## src/rtl/rsp_reader.sv

```systemverilog
// rtl/rsp_reader.sv - read-side sequencer that streams PAR_READ-word groups
// from the scratchpad's combinational read port onto a valid/ready output.
module rsp_reader #(
  parameter int DATA_WIDTH  = 16,
  parameter int ADDR_WIDTH  = 3,
  parameter int PAR_READ    = 1,
  parameter int COUNT_WIDTH = ADDR_WIDTH + 1
) (
  input  logic                           clk,
  input  logic                           rst,
  input  logic                           start,
  input  logic [ADDR_WIDTH-1:0]          base_addr,
  input  logic [COUNT_WIDTH-1:0]         count,
  output logic [ADDR_WIDTH-1:0]          sp_raddr,
  input  logic [PAR_READ*DATA_WIDTH-1:0] sp_rdata,
  output logic [PAR_READ*DATA_WIDTH-1:0] out_data,
  output logic                           out_valid,
  input  logic                           out_ready,
  output logic                           busy,
  output logic                           done
);

  typedef enum logic [1:0] {
    S_IDLE,
    S_READ,
    S_DRAIN
  } state_t;

  localparam logic [ADDR_WIDTH-1:0]  ADDR_STEP = ADDR_WIDTH'(PAR_READ);
  localparam logic [COUNT_WIDTH-1:0] ONE_BEAT  = COUNT_WIDTH'(1);

  state_t                 state;
  logic [ADDR_WIDTH-1:0]  addr;
  logic [COUNT_WIDTH-1:0] remaining;
  logic                   load;

  assign sp_raddr = addr;

  // The output register can take a new beat when empty or being drained this edge.
  assign load = (state == S_READ) && (!out_valid || out_ready);

  always_ff @(posedge clk) begin
    if (rst) begin
      state     <= S_IDLE;
      addr      <= '0;
      remaining <= '0;
      out_data  <= '0;
      out_valid <= 1'b0;
      busy      <= 1'b0;
      done      <= 1'b0;
    end else begin
      done <= 1'b0;

      if (load) begin
        out_data  <= sp_rdata;
        out_valid <= 1'b1;
        addr      <= addr + ADDR_STEP;
        remaining <= remaining - ONE_BEAT;
      end else if (out_valid && out_ready) begin
        out_valid <= 1'b0;
      end

      case (state)
        S_IDLE: begin
          if (start) begin
            if (count != '0) begin
              addr      <= base_addr;
              remaining <= count;
              busy      <= 1'b1;
              state     <= S_READ;
            end else begin
              done <= 1'b1;
            end
          end
        end
        S_READ: begin
          if (load && remaining == ONE_BEAT) begin
            state <= S_DRAIN;
          end
        end
        S_DRAIN: begin
          if (out_valid && out_ready) begin
            busy  <= 1'b0;
            done  <= 1'b1;
            state <= S_IDLE;
          end
        end
        default: state <= S_IDLE;
      endcase
    end
  end

endmodule

```

## config.mk

```make
export PLATFORM = sky130hd
export DESIGN_NAME = rsp_reader
export DESIGN_NICKNAME = d
export VERILOG_FILES = /design/src/rtl/rsp_reader.sv
export SDC_FILE = /design/constraint.sdc
export NUM_CORES = 1
export LEC_CHECK = 0
export CORE_MARGIN = 2
export CORE_UTILIZATION = 45
export CTS_BUF_LIST = sky130_fd_sc_hd__clkbuf_8 sky130_fd_sc_hd__clkbuf_16
export DETAILED_ROUTE_END_ITERATION = 8
export GPL_TIMING_DRIVEN = 0
export PLACE_DENSITY_LB_ADDON = 0.05
export SETUP_SLACK_MARGIN = 0.02
export SYNTH_ARGS = -nofsm -noshare
export SYNTH_HDL_FRONTEND = slang
export SYNTH_SLANG_ARGS = --single-unit
```

## constraint.sdc

```tcl
create_clock -name clk -period 2.7 [get_ports clk]
set_input_delay 0.27 -clock clk [delete_from_list [all_inputs] [get_ports clk]]
set_output_delay 0.27 -clock clk [all_outputs]
set_load 0.01 [all_outputs]
```

==> impl_metrics.json <==
{
  "grt_overflow": 0,
  "cts_hold_buf": 0,
  "dp_worst_setup_slack_ns": 0.888,
  "seqCellArea_sq_um": 561,
  "peakVddDrop_v": 0.000364,
  "cts_root_buf": "clkbuf_8",
  "hpwl_um": 2070,
  "grt_util_all_layers_pct": 18.8,
  "antenna_cells": 0,
  "finalSetupViolations": 0,
  "rows": 18,
  "tns_ns": 0,
  "cp.buffers_inverters": 2,
  "clkPwrFrac_pct": 31.7,
  "cts-buffers-inserted": 3,
  "layout_commonest_cell": "clkdlybuf4s50_1",
  "required_ns": 2.89,
  "die_w_um": 55.4,
  "clock.fmax_mhz": 654,
  "min_period_ns": 1.53,
  "fill_cells": 230,
  "ant_nets": 0,
  "power_density_nw_per_um2": 594,
  "worstSkewPairLatency_ns": 0.28,
  "drt_iter0_markers": 14,
  "area_growth_pct": 48.7,
  "tightest_slew_ns": 0.510,
  "hold_viol": 0,
  "via_count": 1159,
  "leakagePower_uw": 0.000651,
  "wl_per_cell_um": 12.3,
  "routed_wl_um": 2760,
  "place_area_sq_um": 1700,
  "path_clk_slew_ns": 0.11,
  "finalClockSkew_ns": 0.0110,
  "io_pins": 49,
  "viasPerCell": 5.15,
  "htree_levels": 1,
  "grt_pass1_vias": 1118,
  "synth_edf_count": 0,
  "ys_warn_count": 0,
  "die_area_sq_um": 3070,
  "status": "complete, no violations",
  "syn_nets": 174,
  "final.period_utilization_pct": 56.6,
  "synth_top_flop_cell": "dfxtp_1",
  "core_sq_um": 2500,
  "yosysUniqueCellTypes": 33,
  "final_nets": 226,
  "initial_core_util_pct": 47.5,
  "slowest_stage": "clkdlybuf4s50_1",
  "hold_path_class": "in2reg",
  "p_sw_uw": 271,
  "final_cell_mix": "clkdlybuf4s50_1, nand2_1, dfxtp_1, a21oi_1",
  "switching_share_pct": 25.7,
  "synthAdderAreaFrac_pct": 3.16,
  "drive_above_1_share_pct": 7.69,
  "maxSlewHeadroom_pct": 66.0,
  "drv_cap": 0,
  "arrival_ns": 1.72,
  "setup_ws_ns": 1.17,
  "grt_max_degree": 17,
  "cts_resized": 0,
  "dp.cells": 221,
  "synth_mux_area_share_pct": 0,
  "synth_cells": 144,
  "syn_area_sq_um": 1190,
  "syn_area_per_cell_sq_um": 8.25,
  "p_int_uw": 780,
  "max_stage_delay_ns": 0.43,
  "io_buffer_count": 47,
  "worstSetupStartpointType": "input port",
  "p_comb_share_pct": 23.3,
  "final_cells": 225,
  "synth-xor-area-share_pct": 2.21,
  "worstSetupEndpointType": "flip-flop",
  "dr.pass1.iters": 4,
  "synth_compound_area_share_pct": 16.8,
  "seqPwrFrac_pct": 44.9,
  "crit_family": "simple AND/OR/NAND/NOR gates",
  "gp_congestion": 0.779,
  "path_class": "in2reg",
  "clockBufferDepth": 2,
  "cts_tree": "done",
  "die_y_um": 55.4,
  "ys_ff_latch": 28,
  "clkSinkCount": 28,
  "cp_max_fo": 10,
  "post_cts_buffers": 0,
  "finalMaxSlewViolations": 0,
  "multiInputGateArea_sq_um": 562,
  "drc": 0,
  "path_cells": "clkdlybuf4s50_1 -> nor4_1 -> nand2b_1 -> buf_4 -> nor2_1 -> a211oi_1",
  "synthSimpleGateAreaFrac_pct": 25.1,
  "async_flop_share_pct": 0,
  "grt_pass1_wl_um": 4770,
  "antenna_found_initial": 0,
  "grt_setup_unrepaired": "false",
  "synth_top_family_by_area": "simple AND/OR/NAND/NOR gates",
  "whs_ns": 0.428,
  "synth-seq-area-share_pct": 47.2,
  "finish.instance_area_sq_um": 1770
}
-- worst paths after layout --
check	from	endpoint	slack, ns	cells after the start
worst max register to register	state[0]$_SDFFE_PP0P_	out_data[9]$_SDFFE_PP0P_	1.29	6
worst min-delay path	rst	remaining[3]$_SDFF_PP0_	0.43	2
worst min register to register	out_data[2]$_SDFFE_PP0P_	out_data[2]$_SDFFE_PP0P_	0.46	2
worst max-delay path	count[0]	sp_raddr[2]$_SDFF_PP0_	1.17	6
-- metal layers --
metal  global-route usage, %  vias up  part of all wire [%]
li1                        -      584                     -
met1                    23.6      536                    45
met4                    4.53        0                  0.36
met3                    4.22        2                   5.5
met5                       0        -                     0
met2                    32.5       37                    49
-- cell usage after synthesis (all sizes together) (2+ instances only) --
library cell | instances | area, sq um
nor2 | 4 | 15.0
a21oi | 26 | 130
a211oi | 2 | 20.0
nand3 | 4 | 25.0
clkbuf | 3 | 11.3
xnor2 | 2 | 17.5
buf | 6 | 40.0
nand2 | 41 | 156
nand2b | 2 | 12.5
o21ai | 2 | 10.0
dfxtp | 28 | 561
ha | 3 | 37.5
and2 | 2 | 12.5
inv | 4 | 15.0
-- final cells by class --
type	count	area share, %
Clock buffer	3	2.34
Inverter	4	0.849
Timing Repair Buffer	47	26.6
Multi-Input combinational cell	103	31.8
Sequential cell	28	31.7
Tap cell	30	2.12
Buffer	9	2.90
Clock inverter	1	1.70
-- worst register-to-register path, delay by kind of cell, from the launching register on --
| kind | cells | cell delay, ns |
|---|---|---|
| AND/OR/NAND/NOR | 3 | 0.40 |
| AO/OA/AOI/OAI | 1 | 0.06 |
| buffers and inverters | 2 | 0.39 |
| flip-flops | 1 | 0.43 |
-- sequential cells by signal, summed over array words and instances, names as in the netlist --
register   count
remaining      4
state          2
out_valid      1
busy           1
out_data      16
sp_raddr       3
done           1
-- metrics by stage --
stage | util, % | power [uW]
CTS | 70.7 | 1060
global placement | 67.9 | 718
floorplan | - | 610
detailed placement | 67.9 | 728
global route | 70.7 | 1100
finish | 70.7 | 1050
-- kinds of logic after synthesis --
| family | Yosys count |
|---|---|
| flip-flops | 28 |
| AND/OR/NAND/NOR | 62 |
| XOR/XNOR | 3 |
| buffers and inverters | 13 |
| AO/OA/AOI/OAI | 35 |
| adder cells (fa/ha/maj) | 3 |
-- power groups by stage --
| stage | clock, uW | sequential [uW] | combinational (uW) |
|---|---|---|---|
| after floorplan | 0 | 491 | 119 |
| after global placement | 0 | 480 | 238 |
| after detailed placement | 0 | 482 | 246 |
| after CTS | 336 | 473 | 247 |
| after global routing | 354 | 478 | 271 |
| final | 333 | 472 | 245 |
Power figures use the tool's default switching activity.
